<file path="src/rtl/riscv_pkg.sv">
// Shared RISC-V decode definitions: opcode constants, immediate formats and
// the registered control bundle produced by the decode stage.
package riscv_pkg;

  localparam logic [6:0] OP_R      = 7'b0110011;
  localparam logic [6:0] OP_I_ALU  = 7'b0010011;
  localparam logic [6:0] OP_LOAD   = 7'b0000011;
  localparam logic [6:0] OP_STORE  = 7'b0100011;
  localparam logic [6:0] OP_BRANCH = 7'b1100011;
  localparam logic [6:0] OP_JAL    = 7'b1101111;
  localparam logic [6:0] OP_JALR   = 7'b1100111;
  localparam logic [6:0] OP_LUI    = 7'b0110111;
  localparam logic [6:0] OP_AUIPC  = 7'b0010111;

  localparam logic [1:0] ALU_ADD    = 2'b00;
  localparam logic [1:0] ALU_BRANCH = 2'b01;
  localparam logic [1:0] ALU_FUNCT  = 2'b10;

  typedef enum logic [2:0] {
    FMT_I,
    FMT_S,
    FMT_B,
    FMT_U,
    FMT_J,
    FMT_NONE
  } imm_fmt_e;

  typedef struct packed {
    logic [1:0] alu_op;
    logic       alu_src;
    logic       branch;
    logic       jump;
    logic       mem_write;
    logic       mem_read;
    logic       mem_to_reg;
    logic       reg_write;
    logic       illegal;
  } ctrl_t;

endpackage

</file>
<file path="src/rtl/imm_gen.sv">
// Combinational immediate extraction; the result is sign-extended to XLEN and
// is zero for instructions that carry no immediate.
module imm_gen
  import riscv_pkg::*;
#(
  parameter int XLEN = 64
) (
  input  logic [31:0]     instruction,
  input  imm_fmt_e        format,
  output logic [XLEN-1:0] immediate
);

  logic [31:0] raw;
  logic        unused_opcode;

  assign unused_opcode = ^instruction[6:0];

  always_comb begin
    raw = '0;
    unique case (format)
      FMT_I:   raw = {{20{instruction[31]}}, instruction[31:20]};
      FMT_S:   raw = {{20{instruction[31]}}, instruction[31:25], instruction[11:7]};
      FMT_B:   raw = {{19{instruction[31]}}, instruction[31], instruction[7],
                      instruction[30:25], instruction[11:8], 1'b0};
      FMT_U:   raw = {instruction[31:12], 12'b0};
      FMT_J:   raw = {{11{instruction[31]}}, instruction[31], instruction[19:12],
                      instruction[20], instruction[30:21], 1'b0};
      default: raw = '0;
    endcase
  end

  assign immediate = XLEN'($signed(raw));

endmodule

</file>
<file path="src/rtl/decode_pipe_stage.sv">
// RISC-V decode stage with a valid/ready pipeline register, operand fetch from
// the register file and an optional writeback-to-decode bypass.
module decode_pipe_stage
  import riscv_pkg::*;
#(
  parameter int XLEN      = 64,
  parameter bit WB_BYPASS = 1'b1
) (
  input  logic            i_clk,
  input  logic            i_rst,
  input  logic            i_valid,
  output logic            o_ready,
  input  logic [XLEN-1:0] i_pc,
  input  logic [31:0]     i_instruction,
  output logic [4:0]      o_rs1_index,
  output logic [4:0]      o_rs2_index,
  input  logic [XLEN-1:0] i_rs1_value,
  input  logic [XLEN-1:0] i_rs2_value,
  input  logic            i_wb_we,
  input  logic [4:0]      i_wb_rd,
  input  logic [XLEN-1:0] i_wb_data,
  input  logic            i_flush,
  output logic            o_valid,
  input  logic            i_ready,
  output logic [31:0]     o_instruction,
  output logic [XLEN-1:0] o_pc,
  output logic [XLEN-1:0] o_rs1_value,
  output logic [XLEN-1:0] o_rs2_value,
  output logic [XLEN-1:0] o_immediate,
  output logic [1:0]      o_alu_op,
  output logic            o_alu_src,
  output logic            o_branch,
  output logic            o_jump,
  output logic            o_mem_write,
  output logic            o_mem_read,
  output logic            o_mem_to_reg,
  output logic            o_reg_write,
  output logic            o_illegal
);

  ctrl_t           dec_ctrl;
  imm_fmt_e        dec_fmt;
  logic [XLEN-1:0] dec_imm;
  logic [XLEN-1:0] rs1_sel;
  logic [XLEN-1:0] rs2_sel;
  logic            accept;
  ctrl_t           ctrl_q;

  assign o_rs1_index = i_instruction[19:15];
  assign o_rs2_index = i_instruction[24:20];
  assign o_ready     = !o_valid || i_ready;
  assign accept      = i_valid && o_ready && !i_flush;

  always_comb begin
    dec_ctrl = '0;
    dec_fmt  = FMT_NONE;
    if (i_instruction[1:0] != 2'b11) begin
      dec_ctrl.illegal = 1'b1;
    end else begin
      unique case (i_instruction[6:0])
        OP_R: begin
          dec_ctrl.alu_op    = ALU_FUNCT;
          dec_ctrl.reg_write = 1'b1;
        end
        OP_I_ALU: begin
          dec_ctrl.alu_op    = ALU_FUNCT;
          dec_ctrl.alu_src   = 1'b1;
          dec_ctrl.reg_write = 1'b1;
          dec_fmt            = FMT_I;
        end
        OP_LOAD: begin
          dec_ctrl.alu_src    = 1'b1;
          dec_ctrl.mem_read   = 1'b1;
          dec_ctrl.mem_to_reg = 1'b1;
          dec_ctrl.reg_write  = 1'b1;
          dec_fmt             = FMT_I;
        end
        OP_STORE: begin
          dec_ctrl.alu_src   = 1'b1;
          dec_ctrl.mem_write = 1'b1;
          dec_fmt            = FMT_S;
        end
        OP_BRANCH: begin
          dec_ctrl.alu_op = ALU_BRANCH;
          dec_ctrl.branch = 1'b1;
          dec_fmt         = FMT_B;
        end
        OP_JAL, OP_JALR: begin
          dec_ctrl.alu_src   = 1'b1;
          dec_ctrl.jump      = 1'b1;
          dec_ctrl.reg_write = 1'b1;
          dec_fmt            = (i_instruction[6:0] == OP_JAL) ? FMT_J : FMT_I;
        end
        OP_LUI, OP_AUIPC: begin
          dec_ctrl.alu_src   = 1'b1;
          dec_ctrl.reg_write = 1'b1;
          dec_fmt            = FMT_U;
        end
        default: dec_ctrl.illegal = 1'b1;
      endcase
    end
  end

  imm_gen #(
    .XLEN(XLEN)
  ) u_imm_gen (
    .instruction(i_instruction),
    .format     (dec_fmt),
    .immediate  (dec_imm)
  );

  // x0 wins over both the register file and the bypass.
  always_comb begin
    rs1_sel = i_rs1_value;
    rs2_sel = i_rs2_value;
    if (WB_BYPASS && i_wb_we && (i_wb_rd != 5'd0)) begin
      if (i_wb_rd == o_rs1_index) rs1_sel = i_wb_data;
      if (i_wb_rd == o_rs2_index) rs2_sel = i_wb_data;
    end
    if (o_rs1_index == 5'd0) rs1_sel = '0;
    if (o_rs2_index == 5'd0) rs2_sel = '0;
  end

  always_ff @(posedge i_clk) begin
    if (i_rst) begin
      o_valid       <= 1'b0;
      o_instruction <= '0;
      o_pc          <= '0;
      o_rs1_value   <= '0;
      o_rs2_value   <= '0;
      o_immediate   <= '0;
      ctrl_q        <= '0;
    end else if (accept) begin
      o_valid       <= 1'b1;
      o_instruction <= i_instruction;
      o_pc          <= i_pc;
      o_rs1_value   <= rs1_sel;
      o_rs2_value   <= rs2_sel;
      o_immediate   <= dec_imm;
      ctrl_q        <= dec_ctrl;
    end else if (i_ready || i_flush) begin
      o_valid <= 1'b0;
    end
  end

  assign o_alu_op     = ctrl_q.alu_op;
  assign o_alu_src    = ctrl_q.alu_src;
  assign o_branch     = ctrl_q.branch;
  assign o_jump       = ctrl_q.jump;
  assign o_mem_write  = ctrl_q.mem_write;
  assign o_mem_read   = ctrl_q.mem_read;
  assign o_mem_to_reg = ctrl_q.mem_to_reg;
  assign o_reg_write  = ctrl_q.reg_write;
  assign o_illegal    = ctrl_q.illegal;

endmodule

</file>
<file path="config.mk">
export PLATFORM = sky130hd
export DESIGN_NAME = decode_pipe_stage
export DESIGN_NICKNAME = d
export VERILOG_FILES = /design/src/rtl/riscv_pkg.sv /design/src/rtl/imm_gen.sv /design/src/rtl/decode_pipe_stage.sv
export SDC_FILE = /design/constraint.sdc
export NUM_CORES = 1
export LEC_CHECK = 0
export ABC_AREA = 1
export BUFFER_PORTS_ARGS = -buffer_cell sky130_fd_sc_hd__buf_2
export CAP_MARGIN = 40
export CORE_AREA = 4 4 232 234
export DETAILED_ROUTE_END_ITERATION = 10
export DIE_AREA = 0 0 236 238
export PLACE_DENSITY_LB_ADDON = 0.08
export SETUP_SLACK_MARGIN = 0.3
export SLEW_MARGIN = 25
export SYNTH_ARGS = -nofsm -noshare
export SYNTH_HDL_FRONTEND = slang
export SYNTH_SLANG_ARGS = --single-unit
</file>
<file path="constraint.sdc">
create_clock -name i_clk -period 1.9 [get_ports i_clk]
set_input_delay 0.38 -clock i_clk [delete_from_list [all_inputs] [get_ports i_clk]]
set_output_delay 0.38 -clock i_clk [all_outputs]
set_load 0.03 [all_outputs]
</file>
# Word level (Yosys, flattened, before mapping)
# Index checks and enable logic that the tools add are counted.
# Widths: inputs -> output; s select.
[word_totals]
out_inout_bits = 310
regBits = 267
n_memories = 0
latch_bits = 0
ramBits = 0
mem_bits_ro = 0
word_cells = 72
input_bits = 299
[classes]
shifts = 0
div_mod_pow = 0
eq_ne = 16
n_reduce_logical = 19
addsub = 0
n_bitwise = 0
magnitude_cmp = 0
n_mux = 22
mul = 0
[op_table]
columns = ["op", "count"]
rows = [
  ["$mux 64", 6],
  ["$pmux 32 s5", 1],
  ["$eq 7x6->1 const B", 3],
  ["$eq 7x7->1 const B", 3],
  ["$pmux 3 s5", 1],
  ["$eq 7x5->1 const B", 2],
  ["$reduce_or 7->1", 2],
  ["$eq 5x5->1", 2],
  ["$logic_not 5->1", 2],
  ["$mux 1", 9],
  ["$mux 9", 1],
  ["$reduce_or 9->1", 1],
  ["$reduce_or 2->1", 4],
  ["$eq 7x2->1 const B", 1],
  ["$eq 3x2->1 const B", 2],
  ["$mux 3", 2],
  ["$reduce_bool 5->1", 1],
  ["$pmux 2 s2", 1],
  ["$eq 3x1->1 const B", 1],
  ["$eq 3x3->1 const B", 1],
  ["$logic_and 1x1->1", 3],
  ["$logic_not 3->1", 1],
  ["$logic_not 1->1", 2],
  ["$logic_or 1x1->1", 2],
  ["3 further kinds", 3],
]

# Depth between registers and ports, before layout
[logic_depth]
depth_word = 6
ltp_mapped = 11
mapped_depth_nobuf = 10

# Modules after synthesis
# From an unflattened synthesis, not the netlist that was laid out.
[unflattened]
cells_unflattened = 1984
hier_area_um2 = 13736.9
[modules_own_cells]
columns = ["mod", "cells_per_inst", "area_per_inst_um2", "n_inst", "seq_area_each_um2"]
rows = [
  ["decode_pipe_stage", 1850, 13005.0, 1, 5945.7],
  ["imm_gen", 134, 732.0, 1, 0.0],
]

# Worst setup path after synthesis
# Ideal clock, no wire load.
[synth_path]
path_kind = "reg2out"
startpoint = "reg o_immediate[31] (netlist name)"
endpoint = "out o_immediate[32]"
stages_incl_launch_ff = 2
required_ps = 1520
slack_ps = 222
arrival_ps = 1298
path_cell_list = "dfxtp_1 buf_4"
[synth_lines]
columns = ["item", "line_no", "text"]
rows = [
  ["end: declaration", "decode_pipe_stage.sv:29", "output logic [XLEN-1:0] o_immediate,"],
]
# No word-level cell between the ends.

# Worst setup path after layout
[layout_path]
startpoint = "reg o_valid"
endpoint = "reg o_pc[10]"
[layout_between]
elab_chain_len = 4
[layout_rtl]
columns = ["item", "line_no", "text"]
rows = [
  ["start: declaration", "decode_pipe_stage.sv:23", "output logic o_valid,"],
  ["start signal: assignment", "decode_pipe_stage.sv:126", "o_valid <= 1'b0;"],
  ["start signal: assignment", "decode_pipe_stage.sv:134", "o_valid <= 1'b1;"],
  ["start signal: assignment", "decode_pipe_stage.sv:142", "o_valid <= 1'b0;"],
  ["$logic_not 1->1", "decode_pipe_stage.sv:51", "assign o_ready = !o_valid || i_ready;"],
  ["$logic_or 1x1->1", "decode_pipe_stage.sv:51", ""],
  ["$logic_and 1x1->1 (2 in a row)", "decode_pipe_stage.sv:52", "assign accept = i_valid && o_ready && !i_flush;"],
  ["end signal: assignment", "decode_pipe_stage.sv:136", "o_pc <= i_pc;"],
  ["end: declaration", "decode_pipe_stage.sv:26", "output logic [XLEN-1:0] o_pc,"],
]
# No other way between the ends.
# A chain may end at the register's enable or synchronous reset.

==> key figures <==
Route
  – Final ANT Viol Nets: 0
  – Total number of vias: 12,800
  – Post-Route WL: 58,700 microns
  – TritonRoute pass-1 iters: 4
  – DRC: 0
  – Post-DR wirelength/cell: 20.1 microns
  – Routed vias/inst: 4.41
  – Drt first-iter violations: 562

Global route
  – Total track usage: 0.187
  – First-pass GRT wire length: 81,600 microns
  – Vias in the first global route: 12,700
  – Largest net degree at the start of global routing: 120
  – Global route overflow: 0
  – Antenna violations before repair: 12

Timing
  – Period utilisation layout: 0.889
  – Worst-Margin Slew: 0.757 ns
  – Max Clock Skew: 0.00732 ns
  – Max Slew Vio Count: 0
  – Final TNS setup: 0 ns
  – PnR worst setup slack: 0.211 ns
  – Fin. Hold Viols: 0
  – Setup-failing EPs final: 0
  – Relative max-transition margin: 0.495
  – Final worst path period need: 1.69 ns
  – RSZ-0062 raised after global routing: yes
  – Highest clock rate: 592 MHz

Yosys
  – Mapped Nets: 1,903
  – Syn avg cell area: 7.23 sq um
  – Cells after synthesis: 1,604
  – Mapped Area: 11,600 sq um
  – Ys Warns: 0
  – Number of library cell types mapped by synthesis: 34
  – Post-synthesis register bit count: 265
  – Seq/Total Area, Yosys: 0.458

Clocking
  – Clock tree from TritonCTS: built
  – Clock root cell: clkbuf_16
  – CTS Hold Bufs: 0
  – Clk_lat worst skew: 0.53 ns
  – H-tree depth: 2
  – Register clock-pin slew on the reported worst setup and hold paths: 0.06 ns
  – CTS max path bufs: 3
  – Cts bufs inserted: 35
  – Sink Count: 265

Die
  – I/O pin count: 609
  – Die span in x: 236 microns
  – Die height: 238 microns
  – # rows: 84
  – Core area: 52,000 sq um
  – Die area: 56,200 sq um
  – Initial Util: 0.223

Job
  – Max-cap violations: 0

Power and ir drop
  – Worst IR Drop VDD: 458 uV
  – Power consumption: 15.4 mW
  – Pleak: 8.73 nW
  – Pwr dens: 868 nW/um^2

Final layout
  – Area of the multi-input gates: 4990 sq um
  – Reg area: 5310 sq um
  – FILL cells: 5,683
  – Area grow syn2layout: 53.6%
  – Core Util, Final: 0.342
  – NumNets Final: 2,493
  – Most frequent cells in the layout: buf_2, a21oi_1, dfxtp_1, nand2_1, nor2_1
  – Most common cell after layout, fill and taps aside: buf_2
  – Layout cell share with drive strength beyond 1: 0.380

Worst hold path
  – Min-delay worst type: input port to flip-flop
  – Worst min-delay path endpoint: o_pc[33]
  – Hold path cells: 3
  – Min-delay src: i_pc[33]

Worst setup path
  – WP data required: 2.32 ns
  – Crit Reg-Reg Startpoint: o_valid
  – CP Launch Type: flip-flop
  – Worst Path Arrival: 2.11 ns
  – R2R cell count: 11
  – Crit path kind: flip-flop to flip-flop
  – R2r setup slk: 0.21 ns
  – FF-to-FF End: o_pc[10]
  – Max Fanout on Critical Path: 7
  – CP Capture Type: flip-flop

Placed design
  – Final GP Congestion: 0.820
  – Worst slack at placement: -0.148 ns
  – Port bufs: 608
  – Post-detail-place hpwl: 39,200 microns

Run status
  – Status: finished, final reports clean
worst max-delay path by stage:
| stage | start | end | slack [ns] | cells after the start |
|---|---|---|---|---|
| 4_1_cts | o_valid | o_rs2_value[38] | 0.17 | 11 |
| 6_report | o_valid | o_pc[10] | 0.21 | 11 |
| 3_5_place_dp | i_instruction[19] | o_rs1_value[18] | -0.15 | 8 |
| 5_1_grt | o_valid | o_pc[28] | 0.10 | 11 |
| 2_1_floorplan | o_valid | o_rs2_value[10] | 0.39 | 9 |
| 3_3_place_gp | i_instruction[19] | o_rs1_value[27] | -0.17 | 8 |
through the flow:
stage / hold slack (ns) / cell area [sq um] / cells
floorplan: 0.451 / 11600 / 1604
global placement: 0.449 / 15300 / 2798
detailed placement: 0.452 / 15300 / 2798
CTS: 0.0317 / 17000 / 2879
global route: 0.0577 / 17800 / 2912
finish: 0.0710 / 17800 / 2915
registers in the layout, indices dropped and copies added, names as in the netlist:
register / count
o_alu_src: 1
o_alu_op: 2
o_valid: 1
o_reg_write: 1
o_jump: 1
o_illegal: 1
o_rs2_value: 64
o_instruction: 32
o_immediate: 32
o_mem_read: 1
o_pc: 64
o_rs1_value: 64
o_mem_write: 1
final cells by class:
cell class | count | area share
antenna | 9 | 0.00127
clock inverter | 6 | 0.00330
clock buffer | 55 | 0.0614
inverter | 153 | 0.0337
sequential | 265 | 0.298
tap | 688 | 0.0484
timing repair inverter | 5 | 0.00380
timing repair buffer | 710 | 0.269
multi-input combinational | 1024 | 0.280
Yosys cell counts:
cell      number  area (sq um)
xnor2_1        6          52.6
buf_4         47           353
o211ai_1       1          7.51
nand3_2        2          20.0
dfxtp_1      265          5310
nor2_1       163           612
nand4_1        2          12.5
clkbuf_2       2          10.0
o21ai_1       92           460
inv_1        151           567
nor3_1         1          5.00
nand4_2        1          12.5
clkbuf_1      63           236
inv_2          2          7.51
nand2_2        1          6.26
a21oi_2        1          8.76
xor2_1         4          35.0
buf_6         10           113
o21bai_1       2          15.0
nor3_2         2          20.0
o21ai_2        1          8.76
nor2_4         1          11.3
nand2_1      247           927
buf_2         41           205
and2b_1        1          7.51
nor2_2         2          12.5
a211oi_1       2          15.0
o31ai_4        1          21.3
a21oi_1      314          1570
o21a_1         1          7.51
o21bai_2       9           101
nand3_1       25           125
o21ai_0      140           701
nor3_4         1          16.3
critical path: stages, from the launching register on:
cell and delay (ns):
dfxtp_2 0.32, inv_2 0.04, nor2_2 0.03, buf_6 0.11
nor3_4 0.16, buf_6 0.15, buf_12 0.11, buf_12 0.18
clkinv_16 0.10, buf_16 0.16, nor2_2 0.12, nor2_1 0.06
what timing repair did:
item / CTS / global route
endpoints found under the setup margin: 281 / 290
resized for setup: 60 / 91
cloned: 11 / 21
setup buffers: 9 / 6
pin swaps: 2 / 24
per-layer routing:
| layer | track usage | up-vias | wire length [microns] |
|---|---|---|---|
| met3 | 0.0551 | 68 | 3780 |
| met1 | 0.229 | 6007 | 24800 |
| met2 | 0.325 | 372 | 28800 |
| met4 | 0.0473 | 6 | 1210 |
| li1 | - | 6391 | - |
| met5 | 0 | - | 41 |
report_power, final:
group / internal, mW / switching, mW / total, mW
logic: 0.992 / 1.80 / 2.79
registers: 5.84 / 0.143 / 5.99
clock network: 4.07 / 2.59 / 6.67
kinds of logic after synthesis:
kind of cell,count (synthesis),synth area share
xor gates and xnor gates,10,0.00756
and+or+nand+nor,449,0.154
buffers and inverters,316,0.129
AOI/OAI and AO/OA,564,0.252
DFF,265,0.458
No activity file was read; power rests on OpenSTA's default activity.
